--- src/rtl/muldiv_if.sv ---
// muldiv_if: request/result bundle for the sequential multiply/divide unit.
// The master drives operands and start; the slave reports status and results.
interface muldiv_if #(
   parameter int W = 16
);
   logic         start;
   logic [3:0]   op;
   logic [W-1:0] a;
   logic [W-1:0] b;
   logic [W-1:0] d;
   logic         c2inA;
   logic         c2inB;
   logic         c2out;
   logic         busy;
   logic         done;
   logic         err;
   logic [W-1:0] res_hi;
   logic [W-1:0] res_lo;

   modport master (
      output start, op, a, b, d, c2inA, c2inB, c2out,
      input  busy, done, err, res_hi, res_lo
   );

   modport slave (
      input  start, op, a, b, d, c2inA, c2inB, c2out,
      output busy, done, err, res_hi, res_lo
   );
endinterface

--- src/rtl/muldiv_seq.sv ---
// muldiv_seq: shift-add multiply / restoring divide / negate, one bit per
// clock on complemented magnitudes, with sign correction in a final cycle.
module muldiv_seq #(
   parameter int W = 16
) (
   input  logic    clk,
   input  logic    rst_n,
   muldiv_if.slave bus
);
   localparam int H  = W / 2;
   localparam int CW = $clog2(W + 1);

   typedef enum logic [1:0] {IDLE, RUN, FIX} state_t;

   state_t         state, state_nx;
   logic [3:0]     op_q;
   logic           c2a_q, c2o_q, bad_q;
   logic [CW-1:0]  cnt;
   logic [2*W-1:0] acc;
   logic [W-1:0]   opb;
   logic           done_q, err_q;
   logic [W-1:0]   hi_q, lo_q;

   logic           half, half_in, ovf_in, bad_in;
   logic [H-1:0]   ah, bh;
   logic [W-1:0]   a_neg, b_mag;
   logic [2*W-1:0] dvd, step, prod;
   logic [W:0]     add_f;
   logic [H:0]     add_h;
   logic [W+1:0]   sub_f;
   logic [H+1:0]   sub_h;
   logic [W-1:0]   qv, rv, lim_f, fix_hi, fix_lo;
   logic [H-1:0]   lim_h;
   logic           sovf, fix_err;

   assign half = ~op_q[0];

   // operand conditioning and early-exit detection at capture
   always_comb begin
      half_in = ~bus.op[0];
      ah      = bus.c2inA ? ~bus.a[H-1:0] + 1'b1 : bus.a[H-1:0];
      bh      = bus.c2inB ? ~bus.b[H-1:0] + 1'b1 : bus.b[H-1:0];
      a_neg   = bus.c2inA ? ~bus.a + 1'b1 : bus.a;
      if (half_in) begin
         dvd   = {{W{1'b0}}, a_neg};
         b_mag = {{H{1'b0}}, bh};
         ovf_in = dvd[W-1:H] >= bh;
      end else begin
         dvd   = bus.c2inA ? ~{bus.d, bus.a} + 1'b1 : {bus.d, bus.a};
         b_mag = bus.c2inB ? ~bus.b + 1'b1 : bus.b;
         ovf_in = dvd[2*W-1:W] >= b_mag;
      end
      bad_in = (bus.op[3:2] == 2'b11) ||
               ((bus.op[3:2] == 2'b01) && ((b_mag == '0) || ovf_in));
   end

   // one multiply or divide iteration on the working register
   always_comb begin
      add_f = {1'b0, acc[2*W-1:W]} + (acc[0] ? {1'b0, opb} : '0);
      add_h = {1'b0, acc[W-1:H]} + (acc[0] ? {1'b0, opb[H-1:0]} : '0);
      sub_f = {1'b0, acc[2*W-1:W-1]} - {2'b0, opb};
      sub_h = {1'b0, acc[W-1:H-1]} - {2'b0, opb[H-1:0]};
      if (op_q[2]) begin
         if (half)
            step = sub_h[H+1] ? {{W{1'b0}}, acc[W-2:0], 1'b0}
                              : {{W{1'b0}}, sub_h[H-1:0], acc[H-2:0], 1'b1};
         else
            step = sub_f[W+1] ? {acc[2*W-2:0], 1'b0}
                              : {sub_f[W-1:0], acc[W-2:0], 1'b1};
      end else begin
         if (half)
            step = {{W{1'b0}}, add_h, acc[H-1:1]};
         else
            step = {add_f, acc[W-1:1]};
      end
   end

   // result formatting, sign correction and signed-quotient range check
   always_comb begin
      prod    = '0;
      qv      = '0;
      rv      = '0;
      sovf    = 1'b0;
      fix_err = bad_q;
      fix_hi  = '0;
      fix_lo  = '0;
      lim_h   = c2o_q ? {1'b1, {(H-1){1'b0}}} : {1'b0, {(H-1){1'b1}}};
      lim_f   = c2o_q ? {1'b1, {(W-1){1'b0}}} : {1'b0, {(W-1){1'b1}}};
      unique case (op_q[3:2])
         2'b00: begin
            prod = half ? {{W{1'b0}}, acc[W-1:0]} : acc;
            if (c2o_q)
               prod = half ? {{W{1'b0}}, ~acc[W-1:0] + 1'b1} : ~acc + 1'b1;
            {fix_hi, fix_lo} = prod;
         end
         2'b01: begin
            if (half) begin
               qv = {{H{1'b0}}, c2o_q ? ~acc[H-1:0] + 1'b1 : acc[H-1:0]};
               rv = {{H{1'b0}}, c2a_q ? ~acc[W-1:H] + 1'b1 : acc[W-1:H]};
               sovf = op_q[1] && (acc[H-1:0] > lim_h);
            end else begin
               qv = c2o_q ? ~acc[W-1:0] + 1'b1 : acc[W-1:0];
               rv = c2a_q ? ~acc[2*W-1:W] + 1'b1 : acc[2*W-1:W];
               sovf = op_q[1] && (acc[W-1:0] > lim_f);
            end
            fix_err = bad_q || sovf;
            fix_hi  = rv;
            fix_lo  = qv;
         end
         2'b10: fix_lo = acc[W-1:0];
         default: fix_err = 1'b1;
      endcase
      if (fix_err) begin
         fix_hi = '0;
         fix_lo = '0;
      end
   end

   // next-state selection
   always_comb begin
      state_nx = state;
      unique case (state)
         IDLE: if (bus.start) state_nx = (bus.op[3] || bad_in) ? FIX : RUN;
         RUN:  if (cnt == CW'(1)) state_nx = FIX;
         FIX:  state_nx = IDLE;
         default: state_nx = IDLE;
      endcase
   end

   // state register
   always_ff @(posedge clk or negedge rst_n) begin
      if (!rst_n) state <= IDLE;
      else        state <= state_nx;
   end

   // capture, iterate and publish results
   always_ff @(posedge clk or negedge rst_n) begin
      if (!rst_n) begin
         op_q   <= '0;
         c2a_q  <= 1'b0;
         c2o_q  <= 1'b0;
         bad_q  <= 1'b0;
         cnt    <= '0;
         acc    <= '0;
         opb    <= '0;
         done_q <= 1'b0;
         err_q  <= 1'b0;
         hi_q   <= '0;
         lo_q   <= '0;
      end else begin
         done_q <= 1'b0;
         unique case (state)
            IDLE: if (bus.start) begin
               op_q  <= bus.op;
               c2a_q <= bus.c2inA;
               c2o_q <= bus.c2out;
               bad_q <= bad_in;
               cnt   <= half_in ? CW'(H) : CW'(W);
               opb   <= bus.op[2] ? b_mag
                      : (half_in ? {{H{1'b0}}, ah} : a_neg);
               acc   <= bus.op[2] ? dvd
                      : (bus.op[3] ? {{W{1'b0}}, a_neg}
                                   : {{W{1'b0}}, b_mag});
            end
            RUN: begin
               acc <= step;
               cnt <= cnt - 1'b1;
            end
            FIX: begin
               done_q <= 1'b1;
               err_q  <= fix_err;
               hi_q   <= fix_hi;
               lo_q   <= fix_lo;
            end
            default: ;
         endcase
      end
   end

   assign bus.busy   = (state != IDLE);
   assign bus.done   = done_q;
   assign bus.err    = err_q;
   assign bus.res_hi = hi_q;
   assign bus.res_lo = lo_q;
endmodule

--- src/flat_wrapper.sv ---
// flat-port wrapper written by rule: the top's interface ports become plain ports
module muldiv_seq_flat 
#(
   parameter int W = 16
)
  (clk, rst_n, bus_start, bus_op, bus_a, bus_b, bus_d, bus_c2inA, bus_c2inB, bus_c2out, bus_busy, bus_done, bus_err, bus_res_hi, bus_res_lo);
  muldiv_if #(.W(W)) bus_i ();
  input  logic clk;
  input  logic rst_n;
  input wire logic [$bits(bus_i.start)-1:0] bus_start;
  input wire logic [$bits(bus_i.op)-1:0] bus_op;
  input wire logic [$bits(bus_i.a)-1:0] bus_a;
  input wire logic [$bits(bus_i.b)-1:0] bus_b;
  input wire logic [$bits(bus_i.d)-1:0] bus_d;
  input wire logic [$bits(bus_i.c2inA)-1:0] bus_c2inA;
  input wire logic [$bits(bus_i.c2inB)-1:0] bus_c2inB;
  input wire logic [$bits(bus_i.c2out)-1:0] bus_c2out;
  output wire logic [$bits(bus_i.busy)-1:0] bus_busy;
  output wire logic [$bits(bus_i.done)-1:0] bus_done;
  output wire logic [$bits(bus_i.err)-1:0] bus_err;
  output wire logic [$bits(bus_i.res_hi)-1:0] bus_res_hi;
  output wire logic [$bits(bus_i.res_lo)-1:0] bus_res_lo;
  assign bus_i.start = bus_start;
  assign bus_i.op = bus_op;
  assign bus_i.a = bus_a;
  assign bus_i.b = bus_b;
  assign bus_i.d = bus_d;
  assign bus_i.c2inA = bus_c2inA;
  assign bus_i.c2inB = bus_c2inB;
  assign bus_i.c2out = bus_c2out;
  assign bus_busy = bus_i.busy;
  assign bus_done = bus_i.done;
  assign bus_err = bus_i.err;
  assign bus_res_hi = bus_i.res_hi;
  assign bus_res_lo = bus_i.res_lo;
  muldiv_seq #(.W(W)) u_core (.clk(clk), .rst_n(rst_n), .bus(bus_i));
endmodule
--- config.mk ---
export PLATFORM = sky130hd
export DESIGN_NAME = muldiv_seq_flat
export DESIGN_NICKNAME = d
export VERILOG_FILES = /design/src/rtl/muldiv_if.sv /design/src/rtl/muldiv_seq.sv /design/src/flat_wrapper.sv
export SDC_FILE = /design/constraint.sdc
export NUM_CORES = 1
export LEC_CHECK = 0
export BUFFER_PORTS_ARGS = -buffer_cell sky130_fd_sc_hd__buf_2
export CORE_MARGIN = 2
export CORE_UTILIZATION = 56
export DETAILED_ROUTE_END_ITERATION = 10
export GPL_TIMING_DRIVEN = 0
export HOLD_SLACK_MARGIN = 0.05
export PLACE_DENSITY = 0.79
export RECOVER_POWER = 100
export SETUP_SLACK_MARGIN = 0.3
export SYNTH_ARGS = -nofsm -noshare
export SYNTH_HDL_FRONTEND = slang
export SYNTH_SLANG_ARGS = --single-unit
--- constraint.sdc ---
create_clock -name clk -period 2.7 [get_ports clk]
set_input_delay 0.27 -clock clk [delete_from_list [all_inputs] [get_ports clk]]
set_output_delay 0.27 -clock clk [all_outputs]
set_load 0.01 [all_outputs]
==> flow_metrics.env, run 1 <==
export IMPL_outcome="complete, but fails checks"
export IMPL_layout_drive_gt1_share=0.252
export IMPL_clock_fmax_ghz=0.284
export IMPL_viasPerCell=6.70
export IMPL_clock_sinks=96
export IMPL_synth_ff_type="dfrtp_1"
export IMPL_die_x_um=139
export IMPL_syn_nets=1429
export IMPL_grt_max_degree=56
export IMPL_num_vias=11300
export IMPL_yosysSeqAreaShare=0.237
export IMPL_n_antenna_cell=0
export IMPL_finClkSkew_ps=12.7
export IMPL_cts_clk_slew_worst_paths_ps=80
export IMPL_first_pass_iters=7
export IMPL_drt_iter0_markers=1077
export IMPL_wl_mm=38.0
export IMPL_numCtsBuffers=9
export IMPL_worstMarginPinSlew_ps=1170
export IMPL_fin_crit_sh=1.30
export IMPL_crit_arrival_ps=3790
export IMPL_groute_usage_overall=0.358
export IMPL_die_area_mm2=0.0192
export IMPL_floorplan_initialDensity=0.568
export IMPL_drv_slew=0
export IMPL_num_rows=49
export IMPL_place_area_mm2=0.0113
export IMPL_hold_path_class="in2reg"
export IMPL_ys_warn_count=0
export IMPL_async_flop_share=1.00
export IMPL_final_setup_viol_count=46
export IMPL_wl_per_cell_um=22.5
export IMPL_ys_ff_latch=96
export IMPL_clock_latency_ps=370
export IMPL_violations="negative setup slack"
export IMPL_yosys_area_top_type="dfrtp_1"
export IMPL_ios=93
export IMPL_syn_to_final_growth_pct=30.0
export IMPL_tns_ps=-7690
export IMPL_pre_cts_ws_ps=-1440
export IMPL_grt_pass1_vias=10400
export IMPL_dp_hpwl_mm=26.2
export IMPL_period_minus_slack_ps=3520
export IMPL_antenna_left=0
export IMPL_setup_slack_ps=-823
export IMPL_r2r_start="u_core.acc[16]"
export IMPL_synth_edf_count=0
export IMPL_hold_path_startpoint="bus_op[1]"
export IMPL_critPathMaxFanout=5
export IMPL_synth_cell_types=80
export IMPL_antenna_found_initial=0
export IMPL_power_density_mw_per_mm2=1320
export IMPL_worst_path_max_delay_cell="or4_4"
export IMPL_cp_slowest_stage_delay_ps=520
export IMPL_yosysTopAreaCellShare=0.237
export IMPL_endpoint_kind="flip-flop"
export IMPL_chipHeight_um=139
export IMPL_p_leak_nw=5.56
export IMPL_drv_cap=0
export IMPL_syn_area_mm2=0.0101
export IMPL_avgSynthCellArea_um2=7.97
export IMPL_crit_chain="buf_2 -> or4_4 -> or2_4 -> or3_1 -> buf_6 -> buf_4 -> o31ai_2 -> xnor2_1 -> ha_1 -> nand4_1 -> nor3_2 -> o31ai_4 -> a211oi_4 -> o21ai_2 -> a22o_1"
export IMPL_place_congestion=1.04
export IMPL_crit_required_ps=2970
export IMPL_cts_root_buffer="clkbuf_16"
export IMPL_drc=0
export IMPL_start_kind="primary input"
export IMPL_fin_total_pwr_w=0.0174
export IMPL_timing_critical_path_from="bus_d[1]"
export IMPL_num_nets_final=1616
export IMPL_fp_coreArea_mm2=0.0178
export IMPL_cts_tree="yes"
export IMPL_design_area_mm2=0.0132
export IMPL_h_tree_depth=3
export IMPL_syn_inst=1271
export IMPL_rsz0062_at_grt="yes"
export IMPL_portBuffers=90
export IMPL_grt_pass1_wl_mm=55.3
export IMPL_hold_viol=0
export IMPL_irDropWorstVdd_uv=814
export IMPL_slew_headroom=0.218
export IMPL_ctsLongestPathBuffers=2
export IMPL_synthTopCellsByArea="dfrtp_1 24%, ha_1 12%, xnor2_1 5.3%"
export IMPL_path_class="in2reg"
export IMPL_grt_overflow=0
[kinds of logic (layout without fill, tap and decap cells)]
family,Yosys count,count (layout),share of synthesized area
AOI/OAI and AO/OA,424,424,0.281
muxes,26,26,0.0270
adders and majority gates,100,100,0.126
and+or+nand+nor,394,394,0.190
xor gates and xnor gates,105,105,0.0908
DFF,96,96,0.237
buffers and inverters,126,318,0.0478
[worst paths after layout]
kind | end | slack (ps) | cells past startpoint
worst max-delay path | u_core.state[0] | -820 | 15
max in group asynchronous | u_core.c2o_q | 510 | 3
worst min register to register | u_core.bus.res_hi[7] | 480 | 2
min in group asynchronous | u_core.acc[24] | 670 | 2
worst max register to register | u_core.bus.res_hi[13] | -360 | 8
worst min-delay path | u_core.op_q[1] | 100 | 3
[cell type report]
| type | count | area, µm² |
|---|---|---|
| Sequential cell | 96 | 2420 |
| Multi-Input combinational cell | 1049 | 8320 |
| Clock inverter | 7 | 86.3 |
| Buffer | 73 | 397 |
| Inverter | 53 | 234 |
| Timing Repair Buffer | 176 | 1200 |
| Clock buffer | 9 | 225 |
| Fill cell | 1302 | 4670 |
| Tap cell | 229 | 287 |
[cells in the mapped netlist, types with 8 or more instances]
cell,n
nand2_1,111
nor2_1,108
o21ai_0,106
dfrtp_1,96
ha_1,96
a21oi_1,78
xnor2_1,61
clkbuf_1,57
inv_1,53
xor2_1,44
a211oi_1,30
nand3_1,28
mux2i_1,24
a21o_1,23
nand2b_1,23
nor3_1,23
o211ai_1,21
o31ai_1,20
or3_1,17
a22o_1,14
nor2b_1,12
o21a_1,12
o22ai_1,12
a31oi_1,11
a32o_1,11
or2_2,11
and2_1,10
o41ai_1,10
a221oi_1,9
a22oi_1,9
and3_1,9
buf_1,9
nand4_1,8
nor4_1,8
[repair_timing]
item / CTS / global route
setup endpoints to repair: 73 / 74
gates resized for setup: 116 / 132
hold buffers: 1 / 0
hold endpoints to repair: 41 / 0
setup buffers: 42 / 40
pin swaps: 24 / 68
cloned: 1 / 1
[through the flow]
stage          utilization  std cells  hold slack, ps
3_5_place_dp         0.632       1591             318
6_report             0.738       1692             103
3_3_place_gp         0.630       1590             458
5_1_grt              0.738       1692             126
4_1_cts              0.697       1651             102
2_1_floorplan            -       1271           -25.6
[flip-flops by register name, summed over array words and instances (netlist names)]
register and cells:
u_core.opb 16, u_core.c2a_q 1, u_core.bus.res_hi 16, u_core.c2o_q 1
u_core.bus.res_lo 16, u_core.bus.err 1, u_core.bus.done 1, u_core.state 2
u_core.cnt 5, u_core.bad_q 1, u_core.acc 32, u_core.op_q 4
[worst max-delay path, delay by kind of cell]
family / cells / cell delay (ps)
compound gates: 5 / 1090
fa+ha+maj: 1 / 320
simple gates: 5 / 1520
xor+xnor: 1 / 190
buf+inv: 3 / 400
[metal layers]
layer / share of wire / track usage / vias to the layer above
li1: - / - / 5081
met3: 0.098 / 0.0523 / 184
met5: 0 / 0 / -
met1: 0.38 / 0.462 / 5330
met4: 0.063 / 0.176 / 0
met2: 0.46 / 0.590 / 748
[where the power goes]
part / internal [W] / switching (W)
clock: 0.000665 / 0.000685
sequential: 0.00207 / 0.000757
combinational: 0.00584 / 0.00734
total: 0.00857 / 0.00879
[placed cells by master, fill, tap and decap left out, types with 9 or more instances in the layout]
cell / instances
dfrtp_2: 14
nor3_1: 17
inv_2: 9
clkbuf_16: 10
a21oi_1: 69
buf_6: 17
a22o_1: 14
or2_2: 9
o21ai_0: 78
nand2_1: 108
buf_2: 54
a32o_1: 11
ha_1: 68
inv_1: 36
dfrtp_1: 82
nand3_1: 20
mux2i_1: 17
o211ai_1: 21
o31ai_1: 16
xnor2_1: 60
nand2b_1: 22
ha_4: 25
nor2b_1: 9
a21o_1: 23
a22oi_1: 9
clkbuf_1: 84
o21ai_1: 19
o21a_1: 11
xor2_1: 42
a211oi_1: 22
o22ai_1: 12
nor2_1: 98
or3_1: 15
buf_4: 67
(Power assumes the default switching activity.)
==> run 2: changes to the inputs <==
--- a/config.mk
+++ b/config.mk
@@ -7,11 +7,12 @@
 export LEC_CHECK = 0
 export BUFFER_PORTS_ARGS = -buffer_cell sky130_fd_sc_hd__buf_2
 export CORE_MARGIN = 2
-export CORE_UTILIZATION = 56
+export CORE_UTILIZATION = 50
 export DETAILED_ROUTE_END_ITERATION = 10
+export GPL_ROUTABILITY_DRIVEN = 0
 export GPL_TIMING_DRIVEN = 0
 export HOLD_SLACK_MARGIN = 0.05
-export PLACE_DENSITY = 0.79
+export PLACE_DENSITY = 0.72
 export RECOVER_POWER = 100
 export SETUP_SLACK_MARGIN = 0.3
 export SYNTH_ARGS = -nofsm -noshare
==> run 2 against run 1 <==
The flow finishes with violations (max-capacitance violations, max-slew violations, negative setup slack). Core utilization fell by 10 points. Non-clock buffer count fell by 19. Fmax rose by 3.6%. Clock skew fell by 6.0 ps.
==> flow_metrics.env, run 2 (synthesis results as in run 1) <==
export IMPL_groute_usage_overall=0.326
export IMPL_top_layer="met4"
export IMPL_crit_required_ps=2930
export IMPL_drv_cap=1
export IMPL_reg2regPathDepth=12
export IMPL_r2r_start="u_core.acc[0]"
export IMPL_cts_tree="yes"
export IMPL_outcome="complete, but fails checks"
export IMPL_hold_path_class="in2reg"
export IMPL_wl_per_cell_um=20.8
export IMPL_grt_pass1_wl_mm=55.4
export IMPL_clock_latency_ps=370
export IMPL_drt_iter0_markers=837
export IMPL_fin_crit_sh=1.26
export IMPL_clock_fmax_ghz=0.294
export IMPL_final_cell_mix="108 x nand2_1, 106 x nor2_1, 88 x o21ai_0"
export IMPL_irDropWorstVdd_uv=451
export IMPL_hold_path_startpoint="bus_c2out"
export IMPL_rsz0062_at_grt="yes"
export IMPL_h_tree_depth=3
export IMPL_num_rows=52
export IMPL_power_density_mw_per_mm2=1260
export IMPL_grt_max_degree=64
export IMPL_viasPerCell=6.38
export IMPL_n_antenna_cell=0
export IMPL_antenna_left=0
export IMPL_first_pass_iters=7
export IMPL_place_area_mm2=0.0113
export IMPL_drc=0
export IMPL_wl_met1_mm=14.5
export IMPL_drv_slew=35
export IMPL_critPathMaxFanout=7
export IMPL_largest_register_ffs=32
export IMPL_hold_viol=0
export IMPL_design_area_mm2=0.0127
export IMPL_ios=93
export IMPL_dr_wl_met3_mm=3.05
export IMPL_syn_to_final_growth_pct=25.5
export IMPL_grt_overflow=0
export IMPL_slew_headroom=-0.164
export IMPL_finClkSkew_ps=6.70
export IMPL_r2r_setup_slack_ps=-480
export IMPL_clock_sinks=96
export IMPL_num_nets_final=1597
export IMPL_die_x_um=146
export IMPL_layout_drive_gt1_share=0.211
export IMPL_grt_pass1_vias=10500
export IMPL_hold_end="u_core.c2o_q"
export IMPL_whs_path_depth=3
export IMPL_num_vias=10900
export IMPL_wl_met2_mm=16.1
export IMPL_start_kind="primary input"
export IMPL_r2r_end="u_core.acc[28]"
export IMPL_worstMarginPinSlew_ps=1750
export IMPL_p_leak_nw=5.47
export IMPL_chipHeight_um=146
export IMPL_crit_arrival_ps=3630
export IMPL_timing_hold_ws_ps=103
export IMPL_endpoint_kind="flip-flop"
export IMPL_wl_mm=35.6
export IMPL_setup_slack_ps=-701
export IMPL_dp_hpwl_mm=26.4
export IMPL_antenna_found_initial=0
export IMPL_floorplan_initialDensity=0.506
export IMPL_tns_ps=-6420
export IMPL_largest_register="u_core.acc"
export IMPL_fp_coreArea_mm2=0.0200
export IMPL_cts_clk_slew_worst_paths_ps=70
export IMPL_fin_total_pwr_w=0.0160
export IMPL_path_class="in2reg"
export IMPL_period_minus_slack_ps=3400
export IMPL_portBuffers=90
export IMPL_die_area_mm2=0.0214
export IMPL_final_setup_viol_count=40
export IMPL_violations="max-capacitance violations, max-slew violations, negative setup slack"
export IMPL_numCtsBuffers=9
export IMPL_cts_root_buffer="clkbuf_16"
export IMPL_layout_commonest_cell="nand2_1"
export IMPL_ctsLongestPathBuffers=2
-- run 2: layer usage --
metal,track usage,vias to the layer above
li1,-,5031
met1,0.422,5143
met2,0.520,619
met3,0.0531,146
met4,0.183,0
met5,0,-
-- run 2: per-stage QoR --
step,utilization,setup slack [ps],std cells
2_1_floorplan,-,-748,1271
3_3_place_gp,0.563,-1310,1631
3_5_place_dp,0.565,-1400,1632
4_1_cts,0.625,-638,1699
5_1_grt,0.635,-751,1714
6_report,0.635,-701,1714
-- run 2: worst max-delay path, stage by stage --
cell      delay (ps)
buf_6             90
or3_1            360
clkbuf_8         140
buf_4            140
or3_1            320
o41a_1           430
and2_1           220
ha_1             250
or4b_4           540
a221oi_2         220
o21a_1           230
a211oi_4         100
o21ai_2          200
o22ai_1           90
-- run 2: worst max-delay path by stage --
| stage | start | end | slack, ps | cells after the start |
|---|---|---|---|---|
| 2_1_floorplan | bus_d[3] | u_core.state[1] | -750 | 13 |
| 3_3_place_gp | bus_a[11] | u_core.state[0] | -1310 | 15 |
| 3_5_place_dp | bus_a[11] | u_core.state[0] | -1400 | 15 |
| 4_1_cts | bus_b[4] | u_core.state[1] | -640 | 14 |
| 5_1_grt | bus_a[12] | u_core.state[1] | -750 | 13 |
| 6_report | bus_b[4] | u_core.state[1] | -700 | 14 |
-- run 2: area by class of cell --
class	count	area, µm²
well taps	270	338
clock inverters	6	57.6
clock buffers	10	239
inverters	53	224
flip-flops and latches	96	2420
fillers	1746	7320
repair buffers	157	1040
plain buffers	73	410
multi-input cells	1049	8000
-- run 2: repair_timing --
action,4_1_cts,5_1_grt
gates cloned,3,0
setup buffers,47,15
endpoints found under the setup margin,74,72
resized for setup,114,45
hold endpoints to repair,33,0
hold buffers,1,0
pin swaps,38,32
-- run 2: where the power goes --
group	internal, W	switching (W)
Sequential	0.00207	0.000717
Combinational	0.00529	0.00664
Clock	0.000674	0.000647
==> run 3: changes to the inputs <==
--- a/config.mk
+++ b/config.mk
@@ -5,6 +5,7 @@
 export SDC_FILE = /design/constraint.sdc
 export NUM_CORES = 1
 export LEC_CHECK = 0
+export ABC_AREA = 1
 export BUFFER_PORTS_ARGS = -buffer_cell sky130_fd_sc_hd__buf_2
 export CORE_MARGIN = 2
 export CORE_UTILIZATION = 50
@@ -12,7 +13,7 @@
 export GPL_ROUTABILITY_DRIVEN = 0
 export GPL_TIMING_DRIVEN = 0
 export HOLD_SLACK_MARGIN = 0.05
-export PLACE_DENSITY = 0.72
+export PLACE_DENSITY = 0.71
 export RECOVER_POWER = 100
 export SETUP_SLACK_MARGIN = 0.3
 export SYNTH_ARGS = -nofsm -noshare
==> run 3 against run 2 <==
The flow finishes with violations (max-capacitance violations, max-slew violations). Die area up 14%. Flip-flop and latch count did not move. Highest routed layer unchanged. Via count rose by 25%. Synthesized area grew 15%. Sequential power grew 9.4%. Worst setup slack gained 870 ps. Largest power group unchanged. Largest cell class unchanged.
==> flow_metrics.env, run 3 <==
export IMPL_place_area_mm2=0.0125
export IMPL_met2_usage=0.562
export IMPL_fin_crit_sh=0.937
export IMPL_outcome="complete, but fails checks"
export IMPL_num_vias=13600
export IMPL_grt_met1_usage=0.419
export IMPL_grt_pass1_vias=12700
export IMPL_top_usage_layer="met2"
export IMPL_final_cell_mix="484 x nand2_1, 188 x inv_1, 137 x nand3_1"
export IMPL_drt_iter0_markers=1250
export IMPL_layout_drive_gt1_share=0.214
export IMPL_h_tree_depth=3
export IMPL_syn_nets=2004
export IMPL_crit_end="u_core.bus.res_lo[15]"
export IMPL_yosysMostFrequentCell="nand2_1"
export IMPL_syn_to_final_growth_pct=21.6
export IMPL_largest_register="u_core.acc"
export IMPL_dp_hpwl_mm=32.3
export IMPL_ctsLongestPathBuffers=2
export IMPL_drc=0
export IMPL_reg2regPathDepth=13
export IMPL_die_x_um=157
export IMPL_swShare=0.570
export IMPL_start_kind="flip-flop"
export IMPL_worstMarginPinSlew_ps=1550
export IMPL_groute_usage_overall=0.338
export IMPL_final_setup_viol_count=0
export IMPL_endpoint_kind="flip-flop"
export IMPL_hold_path_class="in2reg"
export IMPL_clock_latency_ps=370
export IMPL_fin_total_pwr_w=0.0179
export IMPL_grt_pass1_wl_mm=64.9
export IMPL_path_class="reg2reg"
export IMPL_cts_root_buffer="clkbuf_16"
export IMPL_finClkSkew_ps=13.6
export IMPL_drv_cap=1
export IMPL_drv_slew=31
export IMPL_n_antenna_cell=0
export IMPL_clock_fmax_ghz=0.395
export IMPL_antenna_found_initial=0
export IMPL_r2r_setup_slack_ps=170
export IMPL_hold_viol=0
export IMPL_use_met3=0.0510
export IMPL_cts_tree="yes"
export IMPL_ios=93
export IMPL_synthTopCellsByArea="dfrtp_1 21%, nand2_1 17%, ha_1 10%"
export IMPL_critPathMaxFanout=10
export IMPL_slew_headroom=-0.0362
export IMPL_syn_inst=1846
export IMPL_rsz0062_at_grt="yes"
export IMPL_yosys_area_top_type="dfrtp_1"
export IMPL_syn_area_mm2=0.0116
export IMPL_yosysSeqAreaShare=0.206
export IMPL_chipHeight_um=157
export IMPL_crit_arrival_ps=2780
export IMPL_viasPerCell=5.92
export IMPL_wl_mm=42.9
export IMPL_fp_coreArea_mm2=0.0227
export IMPL_crit_required_ps=2950
export IMPL_period_minus_slack_ps=2530
export IMPL_portBuffers=91
export IMPL_switching_power_w=0.0102
export IMPL_num_nets_final=2172
export IMPL_whs_path_depth=3
export IMPL_grt_overflow=0
export IMPL_grt_max_degree=68
export IMPL_numCtsBuffers=9
export IMPL_power_density_mw_per_mm2=1260
export IMPL_antenna_left=0
export IMPL_async_flop_share=1.00
export IMPL_first_pass_iters=7
export IMPL_yosysTopAreaCellShare=0.206
export IMPL_ys_ff_latch=96
export IMPL_ys_warn_count=0
export IMPL_synth_edf_count=0
export IMPL_fillers=2189
export IMPL_cts_clk_slew_worst_paths_ps=80
export IMPL_floorplan_initialDensity=0.512
export IMPL_combPwrFrac=0.757
export IMPL_timing_critical_path_from="u_core.c2o_q"
export IMPL_clkPwrFrac=0.073
export IMPL_avgSynthCellArea_um2=6.30
export IMPL_layout_commonest_cell="nand2_1"
export IMPL_num_rows=55
export IMPL_sequentialPowerShare=0.170
export IMPL_violations="max-capacitance violations, max-slew violations"
export IMPL_r2r_start="u_core.c2o_q"
export IMPL_p_leak_nw=6.99
export IMPL_irDropWorstVdd_uv=498
export IMPL_synth_cell_types=62
export IMPL_largest_register_ffs=32
export IMPL_internal_power_w=0.00767
export IMPL_design_area_mm2=0.0141
export IMPL_r2r_end="u_core.bus.res_lo[15]"
export IMPL_wl_per_cell_um=18.6
export IMPL_synth_ff_type="dfrtp_1"
export IMPL_die_area_mm2=0.0245
export IMPL_clock_sinks=96
export IMPL_netlist_top_cells_count="514 x nand2_1, 208 x inv_1, 148 x nand3_1"
==> run 3: cell types whose count changed after synthesis, moves of 37 or more <==
| cell | before | now |
|---|---|---|
| xnor2_1 | 61 | 14 |
| nand2_1 | 111 | 514 |
| a21oi_1 | 78 | 115 |
| nand3_1 | 28 | 148 |
| inv_1 | 53 | 208 |
==> run 3: worst min path at each step <==
stage | from | endpoint | slack (ps)
2_1_floorplan | rst_n | u_core.acc[0] | -30
3_3_place_gp | u_core.bus.res_hi[1] | u_core.bus.res_hi[1] | 460
3_5_place_dp | rst_n | u_core.bus.done | 220
4_1_cts | bus_op[1] | u_core.op_q[1] | 110
5_1_grt | bus_op[1] | u_core.op_q[1] | 130
6_report | bus_op[1] | u_core.op_q[1] | 100
==> run 3: layer usage <==
| metal | routed length (µm) | vias to the layer above |
|---|---|---|
| met5 | 0 | - |
| met4 | 2810 | 0 |
| met3 | 3740 | 195 |
| met2 | 19200 | 777 |
| met1 | 17100 | 6223 |
| li1 | - | 6441 |
==> run 3: cell families (layout without fill, tap and decap cells) <==
family | after synthesis | count (layout) | share of synthesized area
xor+xnor | 51 | 51 | 0.0390
flops | 96 | 96 | 0.206
simple gates | 931 | 931 | 0.359
compound gates | 383 | 383 | 0.187
fa+ha+maj | 100 | 100 | 0.110
buf+inv | 285 | 458 | 0.0987
==> run 3: area by class of cell <==
cell class | instances | area, µm² | share of cell area
Buffer | 54 | 315 | 0.0223
Timing Repair Buffer | 157 | 971 | 0.0687
Sequential cell | 96 | 2420 | 0.171
Clock buffer | 9 | 225 | 0.0159
Tap cell | 285 | 357 | 0.0252
Clock inverter | 7 | 67.6 | 0.00478
Multi-Input combinational cell | 1465 | 8900 | 0.629
Inverter | 231 | 886 | 0.0626
==> run 3: what timing repair did <==
item,in CTS,in global routing
hold endpoints to repair,29,0
buffers inserted,32,31
pin swaps,30,44
hold buffers,1,0
setup endpoints to repair,51,56
cloned,0,1
resized for setup,86,165
==> run 3: critical path, cell delays in order (launching register included) <==
cell and delay, ps:
dfrtp_4 440, inv_1 90, buf_8 150, ha_4 290, inv_1 80, nor4_4 310, nand2_1 80, nand3b_1 80
nand2_1 60, a21oi_1 160, nand2_1 210, nand2_1 230, buf_6 170, o21ai_1 70
==> run 3: per-stage QoR <==
| stage | setup WS, ps | hold WS (ps) | util | setup TNS (ps) | std cells |
|---|---|---|---|---|---|
| after floorplan | 315 | -25.6 | - | 0 | 1846 |
| after global placement | -250 | 458 | 0.548 | -2900 | 2222 |
| after detailed placement | -323 | 225 | 0.550 | -2970 | 2223 |
| after global routing | 5.19 | 130 | 0.623 | 0 | 2304 |
| final | 171 | 101 | 0.623 | 0 | 2304 |
| after CTS | 256 | 108 | 0.590 | 0 | 2272 |
==> run 3: power groups by stage <==
stage | Sequential [W] | Clock [W] | Combinational, W
3_5_place_dp | 0.00297 | 0 | 0.0117
3_3_place_gp | 0.00294 | 0 | 0.0114
2_1_floorplan | 0.00276 | 0 | 0.00869
4_1_cts | 0.00292 | 0.00131 | 0.0121
5_1_grt | 0.00310 | 0.00136 | 0.0149
6_report | 0.00304 | 0.00130 | 0.0135
